`src/rtl/alu_arbiter.sv`:
```
// ============================================================================
// alu_arbiter : two-requester front end sharing one combinational ALU
//   (IDLE/EXEC/RESP). Optional macro ALU_ARB_FLAGS_EN adds rsp_zero/rsp_neg.
// Revision 1.0
// ============================================================================
`default_nettype none
`timescale 1ns/1ps

module alu_arbiter #(
  parameter int PRIO_FIXED = 0
) (
  input  logic       clk,
  input  logic       rst_n,
  input  logic       req0_valid,
  output logic       req0_ready,
  input  logic [1:0] req0_op,
  input  logic [7:0] req0_a,
  input  logic [7:0] req0_b,
  input  logic       req1_valid,
  output logic       req1_ready,
  input  logic [1:0] req1_op,
  input  logic [7:0] req1_a,
  input  logic [7:0] req1_b,
  output logic       rsp0_valid,
  input  logic       rsp0_ready,
  output logic [7:0] rsp0_data,
  output logic       rsp1_valid,
  input  logic       rsp1_ready,
  output logic [7:0] rsp1_data,
  output logic [7:0] alu_operand1,
  output logic [7:0] alu_operand2,
  output logic [1:0] alu_op,
  input  logic [7:0] alu_result,
  output logic       busy
`ifdef ALU_ARB_FLAGS_EN
  ,
  output logic       rsp_zero,
  output logic       rsp_neg
`endif
);

  typedef enum logic [1:0] {
    IDLE = 2'd0,
    EXEC = 2'd1,
    RESP = 2'd2
  } state_t;

  state_t     state_q, state_d;
  logic       idx_q, idx_d;
  logic       last_q, last_d;
  logic [1:0] op_q, op_d;
  logic [7:0] a_q, a_d;
  logic [7:0] b_q, b_d;
  logic [7:0] result_q, result_d;
`ifdef ALU_ARB_FLAGS_EN
  logic       zero_q, zero_d;
  logic       neg_q, neg_d;
`endif

  logic gnt_valid;
  logic gnt_idx;
  logic rsp_hs;

  // Tie-break: fixed priority to 0, or the requester not accepted last.
  always_comb begin
    gnt_valid = req0_valid | req1_valid;
    gnt_idx   = 1'b0;
    if (req0_valid && req1_valid) begin
      gnt_idx = (PRIO_FIXED != 0) ? 1'b0 : ~last_q;
    end else if (req1_valid) begin
      gnt_idx = 1'b1;
    end
  end

  assign req0_ready = (state_q == IDLE) && gnt_valid && !gnt_idx;
  assign req1_ready = (state_q == IDLE) && gnt_valid &&  gnt_idx;
  assign rsp_hs     = (state_q == RESP) && (idx_q ? rsp1_ready : rsp0_ready);

  always_comb begin
    state_d  = state_q;
    idx_d    = idx_q;
    last_d   = last_q;
    op_d     = op_q;
    a_d      = a_q;
    b_d      = b_q;
    result_d = result_q;
`ifdef ALU_ARB_FLAGS_EN
    zero_d   = zero_q;
    neg_d    = neg_q;
`endif
    case (state_q)
      IDLE: begin
        if (gnt_valid) begin
          idx_d   = gnt_idx;
          last_d  = gnt_idx;
          op_d    = gnt_idx ? req1_op : req0_op;
          a_d     = gnt_idx ? req1_a  : req0_a;
          b_d     = gnt_idx ? req1_b  : req0_b;
          state_d = EXEC;
        end
      end
      EXEC: begin
        result_d = alu_result;
`ifdef ALU_ARB_FLAGS_EN
        zero_d   = (alu_result == 8'h00);
        neg_d    = alu_result[7];
`endif
        state_d  = RESP;
      end
      RESP: begin
        if (rsp_hs) begin
          state_d = IDLE;
        end
      end
      default: state_d = IDLE;
    endcase
  end

  // Pointer resets to requester 1 so requester 0 wins the first tie.
  always_ff @(posedge clk or negedge rst_n) begin
    if (!rst_n) begin
      state_q  <= IDLE;
      idx_q    <= 1'b0;
      last_q   <= 1'b1;
      op_q     <= 2'b00;
      a_q      <= 8'h00;
      b_q      <= 8'h00;
      result_q <= 8'h00;
`ifdef ALU_ARB_FLAGS_EN
      zero_q   <= 1'b0;
      neg_q    <= 1'b0;
`endif
    end else begin
      state_q  <= state_d;
      idx_q    <= idx_d;
      last_q   <= last_d;
      op_q     <= op_d;
      a_q      <= a_d;
      b_q      <= b_d;
      result_q <= result_d;
`ifdef ALU_ARB_FLAGS_EN
      zero_q   <= zero_d;
      neg_q    <= neg_d;
`endif
    end
  end

  assign alu_op       = (state_q == EXEC) ? op_q : 2'b00;
  assign alu_operand1 = a_q;
  assign alu_operand2 = b_q;
  assign rsp0_valid   = (state_q == RESP) && !idx_q;
  assign rsp1_valid   = (state_q == RESP) &&  idx_q;
  assign rsp0_data    = result_q;
  assign rsp1_data    = result_q;
  assign busy         = (state_q != IDLE);
`ifdef ALU_ARB_FLAGS_EN
  assign rsp_zero     = zero_q;
  assign rsp_neg      = neg_q;
`endif

endmodule

`default_nettype wire

```
`config.mk`:
```
export PLATFORM = sky130hd
export DESIGN_NAME = alu_arbiter
export DESIGN_NICKNAME = d
export VERILOG_FILES = /design/src/rtl/alu_arbiter.sv
export SDC_FILE = /design/constraint.sdc
export NUM_CORES = 1
export LEC_CHECK = 0
export ABC_AREA = 0
export BUFFER_PORTS_ARGS = -buffer_cell sky130_fd_sc_hd__buf_4
export CELL_PAD_IN_SITES_DETAIL_PLACEMENT = 1
export CELL_PAD_IN_SITES_GLOBAL_PLACEMENT = 1
export CORE_MARGIN = 2
export CORE_UTILIZATION = 29
export DETAILED_ROUTE_END_ITERATION = 16
export GPL_TIMING_DRIVEN = 0
export PLACE_DENSITY = 0.85
export SYNTH_ARGS = -nofsm -noshare
export SYNTH_HDL_FRONTEND = slang
export SYNTH_SLANG_ARGS = --single-unit
```
`constraint.sdc`:
```
create_clock -name clk -period 1.7 [get_ports clk]
set_clock_uncertainty 0.2 [all_clocks]
set_input_delay 0.17 -clock clk [delete_from_list [all_inputs] [get_ports clk]]
set_output_delay 0.17 -clock clk [all_outputs]
set_load 0.005 [all_outputs]
```
[After elaboration in Yosys (flattened, before gate mapping)]
Index checks and enable logic that the tools add are counted.
W data, S select, Z words.
Operators by class
  bitwise operators: 2
  muxes and demuxes: 10
  reduce and logical (&&, ||, !) cells: 13
  eq/ne operators: 4
Operator list (number)
  $mux W8: 2
  $mux W2: 4
  $logic_and A1 B1 Y1: 7
  $pmux W2 S3: 1
  $ne A2 B2 Y1 const B: 2
  $reduce_and A2 Y1: 2
  $mux W1: 3
  $eq A2 B1 Y1 const B: 1
  $eq A2 B2 Y1 const B: 1
  $logic_not A1 Y1: 2
  $logic_not A2 Y1: 1
  $reduce_bool A2 Y1: 1
  $not A1 Y1: 1
  $or A1 B1 Y1: 1
Storage, ports and cells
  flip-flop bits (word level): 30
  output and inout port bits: 39

[Depth between registers and ports, before layout]
  depth after elaboration: 4
  gate-level depth with buffers: 4

[Worst setup path before layout]
No wires, ideal clock.
  path kind: register to register
  from: register last_q
  to: register a_q[6], in the netlist alu_operand1[6]
  cell stages (with the launch flop): 5
  required time: 1.375 ns
  buffers on the path: 1
  arrival: 1.367 ns
  setup slack: 0.008 ns
  cells stage by stage: dfstp_2 > a21bo_1 > buf_6 > mux2_4 > mux2_2
Between the ends
  cells in the longest elaborated chain, start to end: 3
RTL lines
  start: declaration: line 50  | logic last_q, last_d;
  start signal: assignment: line 136  | last_q <= last_d;
  $not A1 Y1: line 69  | gnt_idx = (PRIO_FIXED != 0) ? 1'b0 : ~last_q;
  $mux W1: line 68  | if (req0_valid && req1_valid) begin
  $mux W8: line 97  | a_d = gnt_idx ? req1_a : req0_a;
  end signal: assignment: line 126  | a_q <= 8'h00;
  end signal: assignment: line 138  | a_q <= a_d;
  end: declaration: line 52  | logic [7:0] a_q, a_d;
No other way between the ends.
A chain may end at the register's enable or synchronous reset.

[Worst setup path after layout]
  from: register last_q
  to: register b_q[4], in the netlist alu_operand2[4]
Between the ends
  cells in the longest elaborated chain, start to end: 3
RTL lines
  $not A1 Y1: line 69
  $mux W1: line 68
  $mux W8: line 98  | b_d = gnt_idx ? req1_b : req0_b;
  end signal: assignment: line 127  | b_q <= 8'h00;
  end signal: assignment: line 139  | b_q <= b_d;
  end: declaration: line 53  | logic [7:0] b_q, b_d;
No other way between the ends.

==> summary.txt <==
Outcome
  • Outcome: finished, violations left
  • Failing checks: hold timing, setup timing

Clocking
  • Skew-Pair Late Insertion Delay: roughly 0.27 ns
  • Inserted Clock Buffers: 5
  • Root buffer cell: clkbuf_8
  • CTS tree: built
  • H-tree Lvls: 2
  • Worst-path clk slew: ~0.070 ns
  • CTS sink cnt: 30
  • CTS Buffer Depth: 2

STA
  • Relative slew slack: about 74%
  • Setup TNS: -1.09 ns
  • Fin. max-slew vios: 0
  • Final Hold Fails: 1
  • Final Critical Period: 1.78 ns
  • Max Fclk: 563 MHz
  • Final Hold Slack: -0.00162 ns
  • RSZ-0062 raised after global routing: yes
  • Tcrit/Tclk final: 104%
  • Worst-Margin Slew: 0.397 ns
  • Setup ws final: -0.0764 ns
  • Final setup viols: 18

Yosys
  • Avg Synthesized Cell Area: 14.0 um2
  • Post-synth EDFFs: 0
  • Syn nets: 158
  • Share of the synthesized area in the top cell type: 48.0%
  • Seq/Total Area, Yosys: roughly half
  • Synthesis-stage register bit count: 30
  • Post-synth top flop: dfrtp_1
  • Ys Warns: 0
  • Area contributors post-synth: dfrtp_1, mux2_2, mux2_4
  • Synth Cell Area: 0.00151 mm2
  • Count of cell types in the netlist: 18
  • Synth cell count leaders: dfrtp_1, mux2_2, mux2_4
  • Yosys top cell by area: dfrtp_1
  • Post-synth ARST share: between 90% and 100%
  • Most common cell in the netlist: dfrtp_1
  • Cells after Synth: approximately 110

Floorplan
  • DIE AREA: between 0.005 and 0.006 mm2
  • Horiz. Die Dim: 76.2 um
  • Top-Level Pins: 89
  • Core Area: 0.00507 mm2
  • Initial Utilization: 29.8%
  • Die height: around 76 um
  • Rows: 26

Drt
  • 1st-pass router iterations: 4
  • Post-route antenna net violation count: 0
  • Via Count: 1272
  • Avg WL per Cell: 15.5 um
  • Vias per cell: 4.36
  • DR DRC count: 0
  • Post-Route WL: 4540 um
  • DRT iter0 DRCs: 18

Final layout
  • Post-layout nets: roughly 270
  • FF+latch area: 752 um2
  • Fraction of layout instances using a drive strength above 1: 73.9%
  • Post-route cell area: 0.00261 mm2
  • Multi-input logic area: 697 um2
  • # diodes: 0
  • Syn-to-layout area delta: 72.8%
  • Fillers: about 580

GRT
  • Initial antenna violation count: 0
  • Total GRT Usage: between 10% and 20%
  • First-pass GRT wire length: around 7000 um
  • Number of global-route vias before repair: 1416
  • Largest net degree at the start of global routing: 31
  • GR Overflow Total: 0

Power and ir drop
  • Leak pwr: 1.33 nW
  • Clk pwr share: 13.3%
  • Sw Ratio: 31.2%
  • Pwr dens: 1580 mW/mm2
  • Combinational fraction of design power: 54.3%
  • Power, Total: between 0.004 and 0.005 W
  • Net switching power: around 0.0013 W
  • Max VDD drop: 0.000612 V
  • Internal Dissipation: between 0.002 and 0.003 W
  • Seq pwr share: ~32%

Worst hold path
  • HP Start: req0_op[0]
  • Worst hold stages: 3
  • Hold WC Path Type: primary input to register
  • Hold Path Sink: op_q[0]$_DFFE_PN0P_

Setup path
  • Worst EP arrival: 1.74 ns
  • CP Launch Type: register
  • CP Max Fanout: 10
  • R2R cell count: 4
  • WP data required: 1.66 ns
  • Crit. End Element: register
  • FF-to-FF setup slack: -0.08 ns
  • R2R Path End: alu_operand2[4]$_DFFE_PN0P_
  • Reg2Reg Launch Point: last_q$_DFFE_PN1P_
  • WS Path Type: register to register

Place
  • Post-DP Area: 0.00226 mm2
  • # port buffers: 88
  • Final HPWL DP: 3120 um
  • Routability cong.: 0.696

Run
  • Max cap viols: 0
==> repair_timing <==
item | 4_1_cts | 5_1_grt
buffers inserted | 3 | 2
hold buffers | 13 | 0
setup endpoints to repair | 18 | 22
pin swaps | 0 | 3
cloned | 0 | 1
endpoints found under the hold margin | 40 | 0
gates resized for setup | 12 | 11
==> logic make-up after synthesis <==
logic type,synth area share (%)
multiplexers,37.2
flip-flops,49.8
buffers and inverters,7.70
AND/OR/NAND/NOR,2.81
AO/OA/AOI/OAI,2.57
==> placed cells by master, fill, tap and decap left out, drive strengths merged <==
master	n
buf	106
mux2	41
dfrtp	29
dlygate4sd3	12
clkbuf	7
inv	5
nor2	5
mux2i	4
clkinv	2
nand2b	2
o21ai	2
a21bo	1
nor2b	1
nor3	1
a21o	1
a21oi	1
a31oi	1
dfstp	1
==> sequential cells by signal (all words and copies together), names as in the netlist <==
register / count
idx_q: 1
op_q: 2
rsp0_data: 8
state_q: 2
alu_operand2: 8
last_q: 1
alu_operand1: 8
==> power groups by stage <==
stage               Combinational (W)  Clock, W  Sequential (W)
floorplan                    0.000982         0         0.00132
global placement              0.00191         0         0.00131
detailed placement            0.00199         0         0.00133
CTS                           0.00215  0.000570         0.00133
global route                  0.00242  0.000605         0.00140
finish                        0.00224  0.000548         0.00134
==> through the flow <==
step                      worst slack [ns]  hold WS, ns  utilization, %  std cells
after floorplan                    0.00833       -0.326               -        108
after CTS                          -0.0566     0.000384            50.1        290
final                              -0.0764     -0.00162            51.5        292
after global placement             -0.0602      -0.0808            44.5        266
after detailed placement           -0.0804      -0.0692            44.5        266
after global routing                -0.118       0.0189            51.5        292
==> worst max-delay path: stages, from the launching register on <==
cell     delay [ns]
dfstp_2        0.56
a21bo_4        0.19
buf_12         0.16
mux2_4         0.30
mux2_2         0.26
==> cell type report <==
type                            instances  area share [%]
Buffer                                 13            4.89
Clock buffer                            6            2.78
Clock inverter                          2           0.383
Inverter                                5           0.718
Multi-Input combinational cell         60            26.7
Sequential cell                        30            28.8
Tap cell                               70            3.35
Timing Repair Buffer                  106            32.4
==> worst max-delay path by stage <==
stage / from / to / slack, ns / cells past startpoint
after floorplan: last_q$_DFFE_PN1P_ / alu_operand1[6]$_DFFE_PN0P_ / 0.008 / 4
final: last_q$_DFFE_PN1P_ / alu_operand2[4]$_DFFE_PN0P_ / -0.08 / 4
after global routing: last_q$_DFFE_PN1P_ / alu_operand2[2]$_DFFE_PN0P_ / -0.12 / 4
after global placement: last_q$_DFFE_PN1P_ / alu_operand2[5]$_DFFE_PN0P_ / -0.06 / 4
after detailed placement: last_q$_DFFE_PN1P_ / alu_operand2[4]$_DFFE_PN0P_ / -0.08 / 4
after CTS: last_q$_DFFE_PN1P_ / req0_ready / -0.06 / 4
==> per-layer routing <==
layer / global-route usage (%) / routed length [um]
met5: 0 / 0
met4: 7.09 / 156
met3: 3.67 / 268
met2: 30.0 / 2500
met1: 16.0 / 1610
Note: power is estimated with default switching activity, not from simulation.
